## src/rtl/regfile_read_arbiter_pkg.sv

```systemverilog
// -----------------------------------------------------------------------------
// regfile_pkg
//   Shared types and constants for the register-file read-port arbiter.
//   REG_AW / REG_DW : register index and data widths of the 32x64 register file
//   XZR_IDX         : index 31, the architectural zero register
//   reg_addr_t      : register index type
//   reg_data_t      : register data type
//   rsp_state_e     : response-slot state (EMPTY / FULL)
// -----------------------------------------------------------------------------
package regfile_pkg;

   localparam int REG_AW = 5;
   localparam int REG_DW = 64;

   localparam logic [REG_AW-1:0] XZR_IDX = 5'd31;

   typedef logic [REG_AW-1:0] reg_addr_t;
   typedef logic [REG_DW-1:0] reg_data_t;

   typedef enum logic {
      RSP_EMPTY = 1'b0,
      RSP_FULL  = 1'b1
   } rsp_state_e;

endpackage : regfile_pkg

```

## src/rtl/regfile_read_arbiter_if.sv

```systemverilog
// -----------------------------------------------------------------------------
// regfile_read_arbiter_if
//   Requester/consumer bundle of the register-file read arbiter.
//   req_valid  : per-requester read request
//   req_addr   : per-requester register index, requester i at [i*AW +: AW]
//   req_ready  : one-hot grant
//   rsp_valid  : response slot holds data
//   rsp_id     : requester index owning the response
//   rsp_data   : read data
//   rsp_ready  : consumer accepts the response
//
//   Handshake: a transfer happens on a rising clock edge where valid and ready
//   are both high. A requester keeps valid high and its address stable until
//   accepted; dropping valid early only forfeits its turn. The response slot
//   keeps rsp_id/rsp_data stable while rsp_valid is high and rsp_ready is low.
//
//   Modports: slave = arbiter side, master = requester/consumer side.
// -----------------------------------------------------------------------------
interface regfile_read_arbiter_if #(
   parameter int NUM_REQ = 4,
   parameter int DW      = 64,
   parameter int AW      = 5
);

   localparam int IW = $clog2(NUM_REQ);

   logic [NUM_REQ-1:0]    req_valid;
   logic [NUM_REQ*AW-1:0] req_addr;
   logic [NUM_REQ-1:0]    req_ready;
   logic                  rsp_valid;
   logic [IW-1:0]         rsp_id;
   logic [DW-1:0]         rsp_data;
   logic                  rsp_ready;

   modport slave (
      input  req_valid, req_addr, rsp_ready,
      output req_ready, rsp_valid, rsp_id, rsp_data
   );

   modport master (
      output req_valid, req_addr, rsp_ready,
      input  req_ready, rsp_valid, rsp_id, rsp_data
   );

endinterface : regfile_read_arbiter_if

```

## src/rtl/regfile_read_arbiter_rr.sv

```systemverilog
// -----------------------------------------------------------------------------
// rr_arbiter
//   Purely combinational round-robin pick: the first set bit of req_i at or
//   after ptr_i, wrapping NUM_REQ-1 -> 0.
//   req_i      in   NUM_REQ  request vector
//   ptr_i      in   IW       highest-priority index this cycle
//   gnt_o      out  NUM_REQ  one-hot grant (zero when no request)
//   gnt_idx_o  out  IW       index of the granted requester (0 when none)
//   gnt_vld_o  out  1        some requester was granted
// -----------------------------------------------------------------------------
module rr_arbiter #(
   parameter  int NUM_REQ = 4,
   localparam int IW      = $clog2(NUM_REQ)
) (
   input  logic [NUM_REQ-1:0] req_i,
   input  logic [IW-1:0]      ptr_i,
   output logic [NUM_REQ-1:0] gnt_o,
   output logic [IW-1:0]      gnt_idx_o,
   output logic               gnt_vld_o
);

   always_comb begin
      logic [IW-1:0] j;
      gnt_o     = '0;
      gnt_idx_o = '0;
      gnt_vld_o = 1'b0;
      j         = '0;
      // Scan from the pointer outward; the first hit wins.
      for (int k = 0; k < NUM_REQ; k++) begin
         j = IW'((int'(ptr_i) + k) % NUM_REQ);
         if (!gnt_vld_o && req_i[j]) begin
            gnt_vld_o = 1'b1;
            gnt_idx_o = j;
            gnt_o[j]  = 1'b1;
         end
      end
   end

endmodule : rr_arbiter

```

## src/rtl/regfile_read_arbiter.sv

```systemverilog
// -----------------------------------------------------------------------------
// regfile_read_arbiter
//   Shares the single read port of the 32x64 register file between NUM_REQ
//   requesters: round-robin grant, one registered response slot with
//   backpressure, XZR (index 31) reads as zero.
//
//   Optional build macro RF_BYPASS_EN: when defined, a read that collides with
//   a same-cycle write to the same register returns the write data; when not
//   defined the old register value is returned and rf_wr_* are ignored.
//
//   Ports
//   clk           in   1        rising-edge clock
//   rst_n         in   1        asynchronous active-low reset
//   bus           slave modport of regfile_read_arbiter_if (req_*/rsp_*)
//   rf_rd_sel     out  AW       register-file read-mux select
//   rf_rd_data    in   DW       read-mux output for rf_rd_sel
//   rf_wr_en      in   1        register-file write strobe
//   rf_wr_addr    in   AW       register-file write index
//   rf_wr_data    in   DW       register-file write data
//   dbg_state_o   out  enum     response-slot state
//   dbg_rr_ptr_o  out  IW       round-robin pointer
// -----------------------------------------------------------------------------
module regfile_read_arbiter
   import regfile_pkg::*;
#(
   parameter  int NUM_REQ = 4,
   parameter  int DW      = REG_DW,
   parameter  int AW      = REG_AW,
   localparam int IW      = $clog2(NUM_REQ)
) (
   input  logic                         clk,
   input  logic                         rst_n,
   regfile_read_arbiter_if.slave        bus,
   output logic [AW-1:0]                rf_rd_sel,
   input  logic [DW-1:0]                rf_rd_data,
   input  logic                         rf_wr_en,
   input  logic [AW-1:0]                rf_wr_addr,
   input  logic [DW-1:0]                rf_wr_data,
   output rsp_state_e                   dbg_state_o,
   output logic [IW-1:0]                dbg_rr_ptr_o
);

   rsp_state_e    state_q,    state_d;
   logic [IW-1:0] rr_ptr_q,   rr_ptr_d;
   logic [DW-1:0] rsp_data_q, rsp_data_d;
   logic [IW-1:0] rsp_id_q,   rsp_id_d;

   logic [NUM_REQ-1:0] gnt;
   logic [IW-1:0]      gnt_idx;
   logic               gnt_vld;
   logic               stall;
   logic               accept;
   logic [DW-1:0]      rd_val;

   rr_arbiter #(.NUM_REQ(NUM_REQ)) u_rr (
      .req_i     (bus.req_valid),
      .ptr_i     (rr_ptr_q),
      .gnt_o     (gnt),
      .gnt_idx_o (gnt_idx),
      .gnt_vld_o (gnt_vld)
   );

   // A full slot that is not being drained blocks every grant. The grant is
   // also masked while reset is asserted so req_ready is low during reset.
   assign stall  = (state_q == RSP_FULL) && !bus.rsp_ready;
   assign accept = gnt_vld && !stall && rst_n;

   assign bus.req_ready = accept ? gnt : '0;
   assign rf_rd_sel     = accept ? bus.req_addr[gnt_idx*AW +: AW] : '0;

   // Read value: XZR wins over everything, then the optional write bypass.
   always_comb begin
      rd_val = rf_rd_data;
`ifdef RF_BYPASS_EN
      if (rf_wr_en && (rf_wr_addr == rf_rd_sel)) begin
         rd_val = rf_wr_data;
      end
`endif
      if (rf_rd_sel == XZR_IDX) begin
         rd_val = '0;
      end
   end

`ifndef RF_BYPASS_EN
   logic unused_wr;
   assign unused_wr = ^{rf_wr_en, rf_wr_addr, rf_wr_data};
`endif

   // Next state: an accept always (re)fills the slot; a drain without a new
   // accept only clears valid, leaving id/data at their last value.
   always_comb begin
      state_d    = state_q;
      rr_ptr_d   = rr_ptr_q;
      rsp_data_d = rsp_data_q;
      rsp_id_d   = rsp_id_q;
      if (accept) begin
         state_d    = RSP_FULL;
         rsp_data_d = rd_val;
         rsp_id_d   = gnt_idx;
         rr_ptr_d   = (gnt_idx == IW'(NUM_REQ - 1)) ? '0 : gnt_idx + 1'b1;
      end else if ((state_q == RSP_FULL) && bus.rsp_ready) begin
         state_d = RSP_EMPTY;
      end
   end

   always_ff @(posedge clk or negedge rst_n) begin
      if (!rst_n) begin
         state_q    <= RSP_EMPTY;
         rr_ptr_q   <= '0;
         rsp_data_q <= '0;
         rsp_id_q   <= '0;
      end else begin
         state_q    <= state_d;
         rr_ptr_q   <= rr_ptr_d;
         rsp_data_q <= rsp_data_d;
         rsp_id_q   <= rsp_id_d;
      end
   end

   assign bus.rsp_valid = (state_q == RSP_FULL);
   assign bus.rsp_id    = rsp_id_q;
   assign bus.rsp_data  = rsp_data_q;

   assign dbg_state_o  = state_q;
   assign dbg_rr_ptr_o = rr_ptr_q;

endmodule : regfile_read_arbiter
```

## src/flat_wrapper.sv

```systemverilog
// flat-port wrapper written by rule: the top's interface ports become plain ports
module regfile_read_arbiter_flat import regfile_pkg::*;
#(
   parameter  int NUM_REQ = 4,
   parameter  int DW      = REG_DW,
   parameter  int AW      = REG_AW,
   localparam int IW      = $clog2(NUM_REQ)
)
  (clk, rst_n, rf_rd_sel, rf_rd_data, rf_wr_en, rf_wr_addr, rf_wr_data, dbg_state_o, dbg_rr_ptr_o, bus_req_valid, bus_req_addr, bus_rsp_ready, bus_req_ready, bus_rsp_valid, bus_rsp_id, bus_rsp_data);
  regfile_read_arbiter_if #(.NUM_REQ(NUM_REQ), .DW(DW), .AW(AW)) bus_i ();
  input  logic clk;
  input  logic rst_n;
  output logic [AW-1:0] rf_rd_sel;
  input  logic [DW-1:0] rf_rd_data;
  input  logic rf_wr_en;
  input  logic [AW-1:0] rf_wr_addr;
  input  logic [DW-1:0] rf_wr_data;
  output rsp_state_e dbg_state_o;
  output logic [IW-1:0] dbg_rr_ptr_o;
  input wire logic [$bits(bus_i.req_valid)-1:0] bus_req_valid;
  input wire logic [$bits(bus_i.req_addr)-1:0] bus_req_addr;
  input wire logic [$bits(bus_i.rsp_ready)-1:0] bus_rsp_ready;
  output wire logic [$bits(bus_i.req_ready)-1:0] bus_req_ready;
  output wire logic [$bits(bus_i.rsp_valid)-1:0] bus_rsp_valid;
  output wire logic [$bits(bus_i.rsp_id)-1:0] bus_rsp_id;
  output wire logic [$bits(bus_i.rsp_data)-1:0] bus_rsp_data;
  assign bus_i.req_valid = bus_req_valid;
  assign bus_i.req_addr = bus_req_addr;
  assign bus_i.rsp_ready = bus_rsp_ready;
  assign bus_req_ready = bus_i.req_ready;
  assign bus_rsp_valid = bus_i.rsp_valid;
  assign bus_rsp_id = bus_i.rsp_id;
  assign bus_rsp_data = bus_i.rsp_data;
  regfile_read_arbiter #(.NUM_REQ(NUM_REQ), .DW(DW), .AW(AW)) u_core (.clk(clk), .rst_n(rst_n), .bus(bus_i), .rf_rd_sel(rf_rd_sel), .rf_rd_data(rf_rd_data), .rf_wr_en(rf_wr_en), .rf_wr_addr(rf_wr_addr), .rf_wr_data(rf_wr_data), .dbg_state_o(dbg_state_o), .dbg_rr_ptr_o(dbg_rr_ptr_o));
endmodule
```

## config.mk

```make
export PLATFORM = sky130hd
export DESIGN_NAME = regfile_read_arbiter_flat
export DESIGN_NICKNAME = d
export VERILOG_FILES = /design/src/rtl/regfile_read_arbiter_pkg.sv /design/src/rtl/regfile_read_arbiter_if.sv /design/src/rtl/regfile_read_arbiter_rr.sv /design/src/rtl/regfile_read_arbiter.sv /design/src/flat_wrapper.sv
export SDC_FILE = /design/constraint.sdc
export NUM_CORES = 1
export LEC_CHECK = 0
export BUFFER_PORTS_ARGS = -buffer_cell sky130_fd_sc_hd__buf_2
export CORE_ASPECT_RATIO = 1.5
export CORE_MARGIN = 2
export CORE_UTILIZATION = 44
export CTS_CLUSTER_SIZE = 40
export DETAILED_ROUTE_END_ITERATION = 16
export HOLD_SLACK_MARGIN = 0.08
export MAX_ROUTING_LAYER = met4
export PLACE_DENSITY_LB_ADDON = 0.1
export SYNTH_ARGS = -nofsm -noshare
export SYNTH_HDL_FRONTEND = slang
export SYNTH_SLANG_ARGS = --single-unit
```

## constraint.sdc

```tcl
create_clock -name clk -period 4 [get_ports clk]
set_input_delay 0.2 -clock clk [delete_from_list [all_inputs] [get_ports clk]]
set_output_delay 0.2 -clock clk [all_outputs]
set_load 0.02 [all_outputs]
```

# == Yosys cells after proc, flatten, opt, wreduce, memory -nomap -nowiden ==
# Cells that the tools add are included.
# classes
shift,1
mux,34
n_reduce_logical,17
div,0
eq_ne,2
n_lt_le_gt_ge,8
n_addsub,4
n_mul,1
bitwise_logic,3
# ops
cell,n
$mux W64,1
$mux W4,5
$shiftx A20 B6 Y5,1
$mux W1,14
$lt A2 B3 Y1 const B,4
$or A4 B4 Y4,3
$logic_and A1 B1 Y1,11
$mux W2,5
$bmux W1 S2,4
$demux W1 S2,4
$ge A2 B1 Y1 const B,4
$eq A5 B5 Y1 const B,1
$logic_not A1 Y1,5
$mul A2 B3 Y5 const B,1
$mux W5,1
$add A2 B1 Y2 const B,2
$add A2 B2 Y2 const B,2
$eq A2 B2 Y1 const B,1
$reduce_bool A2 Y1,1
# totals
n_memories,0
elab_cells,74
output_inout_bits,79
mem_bits_rw,0
mem_bits_ro,0
inputBits,161
regBits,69
latch_bits,0

# == Logic depth before layout (Yosys ltp) ==
# Gate-level depths: netlist of run 1.
# logic_depth
word_depth,17
mapped_depth,13
ltp_nobuf,9

# == Modules after synthesis ==
# A second synthesis of run 1 with hierarchy kept.
# hier_totals
cells_unflattened,379
area_unflattened_um2,4105.2
# by_module_without_submodules
module,cells_each,seq_area_each_um2,area_each_um2,instances
regfile_read_arbiter,334,1726.7,3683.5,1
rr_arbiter,45,0.0,421.7,1

# == Worst setup path after synthesis of run 1 ==
# Ideal clock, no wire load.
# synth_path
kind,flip-flop to flip-flop
from,register u_core.rr_ptr_q[0] (netlist: u_core.dbg_rr_ptr_o[0])
to,register u_core.rsp_data_q[42] (netlist: u_core.bus.rsp_data[42])
setup_time_ns,0.156
path_stages_with_launch,13
t_arrival_ns,3.644
period_less_slack_ns,3.800
t_required_ns,3.844
n_path_buf,3
slack_ns,0.200
cell_sequence,dfrtp_1 buf_4 clkinv_1 ha_1 mux4_2 nor2b_1 buf_4 a211oi_1 o31a_1 or3_1 a211oi_2 buf_2 a32oi_1
# synth_between
elab_chain_len,17
elab_cells_between_ends,32
classes_between,add/sub: 3; mul: 1; eq/ne: 1; shift: 1; mux: 18; reduce/logical: 8
# synth_rtl
item,line,rtl
start: declaration,regfile_read_arbiter.sv:44,"logic [IW-1:0] rr_ptr_q, rr_ptr_d;"
start signal: assignment,regfile_read_arbiter.sv:114,rr_ptr_q <= rr_ptr_d;
branches (longest 17 deep; another with $mul A2 B3 Y5),n/a,
end signal: assignment,regfile_read_arbiter.sv:115,rsp_data_q <= rsp_data_d;
end: declaration,regfile_read_arbiter.sv:45,"logic [DW-1:0] rsp_data_q, rsp_data_d;"
# Parallel ways; which one is timed is not known. The select of a mux whose other input is x is not followed.
# A chain may end at the register's enable or synchronous reset.

# == Worst setup path after layout of run 1 ==
# layout_path
from,register u_core.rr_ptr_q[1] (netlist: u_core.dbg_rr_ptr_o[1])
to,output rf_rd_sel[2]
# layout_between
elab_chain_len,15
elab_cells_between_ends,30
classes_between,add/sub: 3; mul: 1; shift: 1; mux: 17; reduce/logical: 8
# layout_rtl
item,line,rtl
branches (longest 14 deep; another with $mul A2 B3 Y5),n/a,
$mux W5 *,regfile_read_arbiter.sv:69,assign rf_rd_sel = accept ? bus.req_addr[gnt_idx*AW +: AW] : '0;
end: declaration,flat_wrapper.sv:13,output logic [AW-1:0] rf_rd_sel;
# Mark *: on every way between the ends. The select of a mux whose other input is x is not followed.

==> flow_summary.toml, run 1 <==
[clocking]
clk_latency_ns = 0.33
clockBufferDepth = 2
cts_resized = 0
cts_tree = "done"
cts_setup_buffers = 0
worst_setup_hold_path_clk_slew_ns = 0.06
cts_max_level = 3
cts-buffers-inserted = 9
holdBufCountCts = 0
cts_sinks = 69
root_buffer = "clkbuf_16"

[synth]
syn-cell-area_mm2 = 0.00395
ys_warn_count = 0
synth-seq-area-share_pct = 43.7
syn_nets = 591
ys_async_sr_fraction_pct = 100
synth-edff-count = 0
syn_avg_cell_area_um2 = 9.36
syn_inst = 422
synth.ff_latch_count = 69
synth_cell_types = 47
synthFlopType = "dfrtp_1"

[timing]
fin_crit_sh_pct = 90.4
hold_violations = 0
clock_skew_ns = 0.00486
drv_slew = 0
relSlewSlack_pct = 42.0
finalCriticalPeriod_ns = 3.62
worst_pin_slew_ns = 0.870
rsz0062_at_grt = "no"
tns_ns = 0
setup_viol = 0
max_freq_mhz = 277

[floorplan]
die_w_um = 81.4
die_h_um = 120
num_io_pins = 240
start_util_pct = 45.0
num_rows = 42
die-area_mm2 = 0.00977
core_area_mm2 = 0.00878

[cells_and_area]
regArea_mm2 = 0.00173
num-nets-final = 737
final_core_util_pct = 58.4
antennaDiodeCount = 0
final_cell_mix = "buf_2, nand2_1, dfrtp_1"
fill_cells = 798
layout_commonest_cell = "buf_2"
multi_input_area_mm2 = 0.00199
drive_gt1_share_pct = 37.9
syn_to_final_growth_pct = 29.8
stdcell_count = 683
final_area_mm2 = 0.00513

[route]
drtIter0Drc = 327
vias = 3938
routedWlPerCell_um = 17.3
dr.pass1.iters = 7
drt_wl_total_mm = 11.8
top_layer = "met4"
wl_met3_um = 684
drc_errors = 0
vias_per_cell = 5.77
drt-met1-wl_mm = 4.93
ant_nets = 0
wl_met2_mm = 6.02

[pwr]
p_int_w = 0.00197
p_seq_share_pct = 24.4
p_leak_nw = 2.46
p_sw_share_pct = 47.0
power.density_mw_per_mm2 = 727
switchingPower_w = 0.00175
peakVddDrop_uv = 941
p_comb_share_pct = 54.4
pwr-share-clk_pct = 21.2

[placed_design]
placed_cell_area_mm2 = 0.00483
io_buffer_count = 169
gp_congestion = 0.852
detailed_place_hpwl_mm = 7.55
dpl.cell_count = 667

[global_routing]
antenna_found_initial = 0
grt_max_degree = 70
grt_pass1_wl_mm = 18.3
grtUsageTotal_pct = 24.7
grt-ovfl-total = 0
grt_pass1_vias = 3771

[setup_path]
worst_ep_arrival_time_ns = 3.42
endpoint_kind = "output port"
path_class = "reg2out"
cp_max_fo = 65
cp-start-kind = "flop"
crit_required_ns = 3.80

[worst_hold_path]
hold_class = "in2reg"

[status]
outcome = "finished clean"

[run]
max_cap_violations = 0
==> metrics by stage <==
step	worst slack [ns]	total power, W	hold WS, ns
2_1_floorplan	0.200	0.00244	-0.0956
3_3_place_gp	0.550	0.00289	0.429
3_5_place_dp	0.497	0.00293	0.435
4_1_cts	0.359	0.00373	0.0819
5_1_grt	0.219	0.00393	0.0909
6_report	0.384	0.00373	0.0888
==> routing by layer <==
| metal | up-vias | GRT usage (%) |
|---|---|---|
| met4 | 0 | 8.37 |
| met1 | 1940 | 30.4 |
| met3 | 14 | 4.59 |
| li1 | 1842 | - |
| met5 | - | - |
| met2 | 142 | 40.3 |
==> area by class of cell <==
cell class / count / area share, %
clock buffers: 9 / 4.39
clock inverters: 7 / 1.49
inverters: 4 / 0.293
multi-input cells: 304 / 38.9
flip-flops and latches: 69 / 33.7
well taps: 110 / 2.68
repair buffers: 180 / 18.6
==> final timing paths <==
check | start | to | slack (ns) | cells past startpoint
worst max-delay path | u_core.dbg_rr_ptr_o[1]$_DFFE_PN0P_ | rf_rd_sel[2] | 0.38 | 11
worst min-delay path | rf_rd_data[50] | u_core.bus.rsp_data[50]$_DFFE_PN0P_ | 0.09 | 3
worst max register to register | u_core.dbg_rr_ptr_o[1]$_DFFE_PN0P_ | u_core.bus.rsp_data[32]$_DFFE_PN0P_ | 0.48 | 11
worst min register to register | u_core.bus.rsp_data[4]$_DFFE_PN0P_ | u_core.bus.rsp_data[4]$_DFFE_PN0P_ | 0.51 | 2
max in group asynchronous | rst_n | u_core.bus.rsp_data[52]$_DFFE_PN0P_ | 3.30 | 2
min in group asynchronous | rst_n | u_core.bus.rsp_data[58]$_DFFE_PN0P_ | 0.10 | 2
==> critical path, cell delays in order (launching register included) <==
cell      delay [ns]
dfrtp_1         0.34
inv_1           0.09
ha_1            0.36
mux4_2          0.62
nor2b_1         0.21
buf_4           0.20
o21ai_4         0.10
nand2_4         0.16
nand2_1         0.11
a311oi_4        0.32
buf_12          0.32
buf_2           0.23
==> kinds of logic after synthesis <==
kind of cell / share of synthesized area (%)
adders and majority gates: 2.53
DFF: 43.7
muxes: 3.86
AOI/OAI and AO/OA: 23.8
xor gates and xnor gates: 0.222
and+or+nand+nor: 19.2
buffers and inverters: 6.74
==> Yosys cell counts, types with 5 or more instances <==
library cell	instances	area, um^2
dfrtp_1	69	1730
a211oi_1	6	45.0
buf_2	12	60.1
nor2_1	14	52.6
clkbuf_1	18	67.6
ha_1	8	100
nand2_1	137	514
a221oi_1	5	43.8
a32oi_1	65	569
buf_6	7	78.8
nand2b_1	6	37.5
==> sequential cells by signal, summed over array words and instances (netlist names) <==
register and flops:
u_core.dbg_rr_ptr_o 2, u_core.bus.rsp_id 2, u_core.bus.rsp_data 64, u_core.bus.rsp_valid 1
==> power by group through the flow <==
stage	registers [W]	logic, W	clock network [W]
after detailed placement	0.000920	0.00201	0
final	0.000910	0.00203	0.000789
after global routing	0.000927	0.00217	0.000836
after CTS	0.000911	0.00202	0.000803
after global placement	0.000915	0.00198	0
after floorplan	0.00110	0.00133	0
No activity file was read; power rests on OpenSTA's default activity.
==> run 2: changes to the inputs <==
--- a/config.mk
+++ b/config.mk
@@ -13,7 +13,8 @@
 export DETAILED_ROUTE_END_ITERATION = 16
 export HOLD_SLACK_MARGIN = 0.08
 export MAX_ROUTING_LAYER = met4
-export PLACE_DENSITY_LB_ADDON = 0.1
+export PLACE_DENSITY = 0.9
 export SYNTH_ARGS = -nofsm -noshare
 export SYNTH_HDL_FRONTEND = slang
+export SYNTH_HIERARCHICAL = 1
 export SYNTH_SLANG_ARGS = --single-unit
==> run 2 against run 1 <==
- die area grew 3.7%
- register-to-register slack worse by 0.30 ns
- worst setup slack worse by 0.22 ns
- critical path type unchanged
- largest cell class unchanged
==> flow_summary.toml, run 2 <==
[timing]
rsz0062_at_grt = "no"
tns_ns = 0
setup_viol = 0
clock_skew_ns = 0.00521
fin_crit_sh_pct = 95.9
finalCriticalPeriod_ns = 3.83
max_freq_mhz = 261
hold_violations = 0
hold_ws_ns = 0.0869
drv_slew = 0
worst_pin_slew_ns = 1.03
relSlewSlack_pct = 31.6

[synth]
synth.ff_latch_count = 69
synth_common_cells = "dfrtp_1, o21ai_0, nand3_1"
synth-seq-area-share_pct = 42.1
syn_avg_cell_area_um2 = 10.8
ys_async_sr_fraction_pct = 100
synth_cell_types = 34
syn_nets = 546
synth_top_area_share_pct = 42.1
ys_warn_count = 6
syn_inst = 379
yosysTopAreaCell = "dfrtp_1"
syn-cell-area_mm2 = 0.00411
synthFlopType = "dfrtp_1"
synth_area_leaders = "dfrtp_1, a22oi_2, o21ai_0, nand3_1, mux4_2"
synth-edff-count = 0

[clocking]
cts_sinks = 69
worst_setup_hold_path_clk_slew_ns = 0.05
cts_tree = "done"
cts_max_level = 3
cts-buffers-inserted = 9
cts_resized = 0
clk_latency_ns = 0.33
clockBufferDepth = 2
root_buffer = "clkbuf_16"
cts_setup_buffers = 0
holdBufCountCts = 0

[route]
drc_errors = 0
ant_nets = 0
vias_per_cell = 6.11
routedWlPerCell_um = 18.5
vias = 3895
drt_wl_total_mm = 11.8
dr.pass1.iters = 8
drtIter0Drc = 259

[floorplan]
die_h_um = 122
start_util_pct = 44.9
num_io_pins = 240
core_area_mm2 = 0.00915
die-area_mm2 = 0.0101
num_rows = 43
die_w_um = 82.9

[cells_and_area]
syn_to_final_growth_pct = 26.9
final_cell_mix = "buf_2, o21ai_0, dfrtp_1"
antennaDiodeCount = 0
num-nets-final = 688
largest_register_ffs = 64
layout_commonest_cell = "buf_2"
stdcell_count = 637
drive_gt1_share_pct = 51.6

[setup_path]
r2r-end = "u_core/bus.rsp_data[15]$_DFFE_PN0N_"
path_class = "reg2out"
worst_ep_arrival_time_ns = 3.63
cp_max_fo = 34
endpoint_kind = "output port"
reg2reg_from = "u_core/dbg_rr_ptr_o[0]$_DFFE_PN0N_"
r2r_setup_slack_ns = 0.18
crit_required_ns = 3.80
reg2reg_depth = 8
cp-start-kind = "flop"

[pwr]
peakVddDrop_uv = 570
p_leak_nw = 2.49
power.density_mw_per_mm2 = 866

[global_routing]
grt_pass1_wl_mm = 18.4
grtUsageTotal_pct = 22.8
grt_pass1_vias = 3766
antenna_found_initial = 0
grt_max_degree = 74
grt-ovfl-total = 0

[placed_design]
detailed_place_hpwl_mm = 7.75
dpl.cell_count = 621
gp_congestion = 0.798
io_buffer_count = 169

[run]
max_cap_violations = 0

[status]
outcome = "finished clean"

[worst_hold_path]
hold_class = "in2async"
## run 2: area by class of cell
cell class,instances,area (um^2)
Sequential cell,69,1730
Multi-Input combinational cell,259,2100
Timing Repair Buffer,179,948
Clock buffer,11,253
Fill cell,780,3940
Tap cell,112,140
Inverter,3,11.3
Clock inverter,4,23.8
## run 2: power by group
part,internal (W),switching (W),total (W)
registers,0.00101,0.000159,0.00117
clock network,0.000447,0.000278,0.000725
logic,0.000935,0.00168,0.00261
## run 2: metal layers
metal  vias to the layer above  wire, um  GRT usage (%)
li1                       1733         -              -
met1                      1944      4500           27.2
met2                       193      6320           38.2
met3                        25       724           3.36
met4                         0       277           10.9
met5                         -         0              -
## run 2: through the flow
stage | worst slack [ns] | util [%] | instance area (um^2) | power, W
2_1_floorplan | 0.632 | - | 4110 | 0.00311
3_3_place_gp | 0.312 | 53.8 | 4920 | 0.00362
3_5_place_dp | 0.176 | 53.8 | 4920 | 0.00373
4_1_cts | 0.154 | 56.8 | 5200 | 0.00448
5_1_grt | 0.0249 | 56.9 | 5210 | 0.00477
6_report | 0.165 | 56.9 | 5210 | 0.00451
## run 2: cell families after synthesis
logic type / synth area share [%]
muxes: 6.71
DFF: 42.1
adders and majority gates: 1.83
AOI/OAI and AO/OA: 30.1
buffers and inverters: 7.25
and+or+nand+nor: 12.1
## run 2: worst max-delay path, stage by stage, from the launching register on
cell and delay [ns]:
dfrtp_1 0.37, buf_4 0.22, mux4_2 0.67, nor4b_4 0.47, nor2_1 0.10, a32o_1 0.35, mux4_2 0.26, and3_4 0.57
buf_2 0.27
## run 2: how the worst max path moves through the flow
stage | start | to | slack (ns) | cells past startpoint
finish | u_core/dbg_rr_ptr_o[0]$_DFFE_PN0N_ | rf_rd_sel[3] | 0.17 | 8
global route | u_core/dbg_rr_ptr_o[0]$_DFFE_PN0N_ | rf_rd_sel[3] | 0.02 | 8
CTS | u_core/dbg_rr_ptr_o[0]$_DFFE_PN0N_ | u_core/bus.rsp_data[43]$_DFFE_PN0N_ | 0.15 | 8
detailed placement | u_core/dbg_rr_ptr_o[0]$_DFFE_PN0N_ | u_core/bus.rsp_data[43]$_DFFE_PN0N_ | 0.18 | 8
global placement | u_core/dbg_rr_ptr_o[0]$_DFFE_PN0N_ | u_core/bus.rsp_data[43]$_DFFE_PN0N_ | 0.31 | 8
floorplan | u_core/dbg_rr_ptr_o[0]$_DFFE_PN0N_ | u_core/bus.rsp_data[0]$_DFFE_PN0N_ | 0.63 | 14
==> run 3: changes to the inputs <==
--- a/config.mk
+++ b/config.mk
@@ -6,7 +6,6 @@
 export NUM_CORES = 1
 export LEC_CHECK = 0
 export BUFFER_PORTS_ARGS = -buffer_cell sky130_fd_sc_hd__buf_2
-export CORE_ASPECT_RATIO = 1.5
 export CORE_MARGIN = 2
 export CORE_UTILIZATION = 44
 export CTS_CLUSTER_SIZE = 40
@@ -14,6 +13,7 @@
 export HOLD_SLACK_MARGIN = 0.08
 export MAX_ROUTING_LAYER = met4
 export PLACE_DENSITY = 0.9
+export SKIP_CTS_REPAIR_TIMING = 1
 export SYNTH_ARGS = -nofsm -noshare
 export SYNTH_HDL_FRONTEND = slang
 export SYNTH_HIERARCHICAL = 1
==> run 3 against run 2 <==
- routed wire length down 0.57%
- sequential cell count unchanged
- sequential share of layout area rose by 0.58 points
- register-to-register slack improved by 0.21 ns
==> flow_summary.toml, run 3 (synthesized netlist as in run 2, its figures left out) <==
[global_routing]
grtUsageTotal_pct = 22.7
grt_max_degree = 74
grt_pass1_vias = 3774
grt_pass1_wl_mm = 18.0
antenna_found_initial = 0
grt-ovfl-total = 0

[pwr]
p_leak_nw = 2.44
pwr-share-clk_pct = 13.3
switchingPower_w = 0.00211
p_int_w = 0.00225
p_seq_share_pct = 26.9
totalPowerFinal_w = 0.00435
power.density_mw_per_mm2 = 851
peakVddDrop_uv = 534
p_comb_share_pct = 59.9
p_sw_share_pct = 48.4

[floorplan]
die_w_um = 101
num_rows = 35
core_area_mm2 = 0.00915
start_util_pct = 44.9
die_h_um = 101
die-area_mm2 = 0.0101
num_io_pins = 240

[setup_path]
r2r-end = "u_core/bus.rsp_data[44]$_DFFE_PN0N_"
reg2reg_from = "u_core/dbg_rr_ptr_o[0]$_DFFE_PN0N_"
crit_path_end = "rf_rd_sel[3]"
cp-start-kind = "flop"
crit_required_ns = 3.80
cpMostUsedCell = "mux4_2"
cpMaxStageDelayCell = "dfrtp_1"
worst_ep_arrival_time_ns = 3.53
critPathMaxStageDelay_ns = 0.48
crit_family = "simple AND/OR/NAND/NOR gates"
cp_max_fo = 16
cp.depth = 9
crit_buf_inv = 2
endpoint_kind = "output port"
r2r_setup_slack_ns = 0.39
worstPathCellList = "inv_1 -> ha_1 -> mux4_2 -> nor4b_4 -> nor2_1 -> a32o_1 -> mux4_2 -> and3_4 -> buf_2"
reg2reg_depth = 9
worstSetupStartpoint = "u_core/dbg_rr_ptr_o[0]$_DFFE_PN0N_"
path_class = "reg2out"

[placed_design]
detailed_place_hpwl_mm = 7.41
gp_congestion = 0.789
io_buffer_count = 169

[clocking]
cts_sinks = 69
cts-buffers-inserted = 9
clockBufferDepth = 2
worst_setup_hold_path_clk_slew_ns = 0.08
clk_latency_ns = 0.33
cts_tree = "done"
cts_max_level = 3
root_buffer = "clkbuf_8"

[timing]
rsz0062_at_grt = "no"
max_freq_mhz = 268
setup_viol = 0
fin_crit_sh_pct = 93.1
tns_ns = 0
clock_skew_ns = 0.00968
hold_violations = 0
relSlewSlack_pct = 13.6
finalCriticalPeriod_ns = 3.73
worst_pin_slew_ns = 1.30
drv_slew = 0

[route]
routedWlPerCell_um = 18.4
vias = 3830
dr.pass1.iters = 5
vias_per_cell = 6.01
ant_nets = 0
drt_wl_total_mm = 11.7
drc_errors = 0
drtIter0Drc = 197

[cells_and_area]
antennaDiodeCount = 0
multi_input_area_mm2 = 0.00211
regArea_mm2 = 0.00173
final_core_util_pct = 55.9
drive_gt1_share_pct = 51.5
syn_to_final_growth_pct = 24.7
final_cell_mix = "buf_2, o21ai_0, dfrtp_1"
layout_commonest_cell = "buf_2"
largest_register_ffs = 64
num-nets-final = 688
fill_cells = 805

[run]
max_cap_violations = 0

[worst_hold_path]
hold_class = "in2async"

[status]
outcome = "finished clean"
run 3: area by class of cell:
type	count	area share, %
clock buffers	11	2.76
clock inverters	5	1.15
inverters	3	0.220
multi-input cells	260	41.3
flip-flops and latches	69	33.7
well taps	111	2.71
repair buffers	178	18.1
run 3: power groups by stage:
stage | combinational (W) | clock, W | sequential, W
after floorplan | 0.00154 | 0 | 0.00157
after global placement | 0.00245 | 0 | 0.00116
final | 0.00261 | 0.000578 | 0.00117
after global routing | 0.00281 | 0.000634 | 0.00121
after CTS | 0.00253 | 0.000603 | 0.00117
after detailed placement | 0.00253 | 0 | 0.00118
run 3: worst min-delay path by stage:
stage	endpoint	slack [ns]	cells after the start	startpoint
after floorplan	u_core/bus.rsp_data[0]$_DFFE_PN0N_	-0.1	0	rst_n
after global placement	u_core/bus.rsp_data[44]$_DFFE_PN0N_	0.46	3	rf_rd_data[44]
after detailed placement	u_core/bus.rsp_data[39]$_DFFE_PN0N_	0.46	3	rf_rd_data[39]
after CTS	u_core/bus.rsp_data[56]$_DFFE_PN0N_	0.09	3	rf_rd_data[56]
after global routing	u_core/bus.rsp_data[29]$_DFFE_PN0N_	0.09	3	rf_rd_data[29]
final	u_core/bus.rsp_data[20]$_DFFE_PN0N_	0.10	2	rst_n
run 3: stage by stage:
stage | hold slack, ns | worst slack, ns | instance area, um^2 | cells
after floorplan | -0.0956 | 0.632 | 4110 | 379
after global placement | 0.458 | 0.254 | 4900 | 619
after detailed placement | 0.462 | 0.0964 | 4900 | 619
after CTS | 0.0916 | 0.0842 | 5100 | 635
after global routing | 0.0908 | 0.115 | 5120 | 637
final | 0.103 | 0.275 | 5120 | 637
run 3: layer usage:
layer  up-vias  global-route usage, %  wire length (um)
li1       1737                      -                 -
met1      1910                   27.6              4970
met2       166                   38.0              5970
met3        17                   4.16               648
met4         0                   7.90               161
met5         -                      -                 0
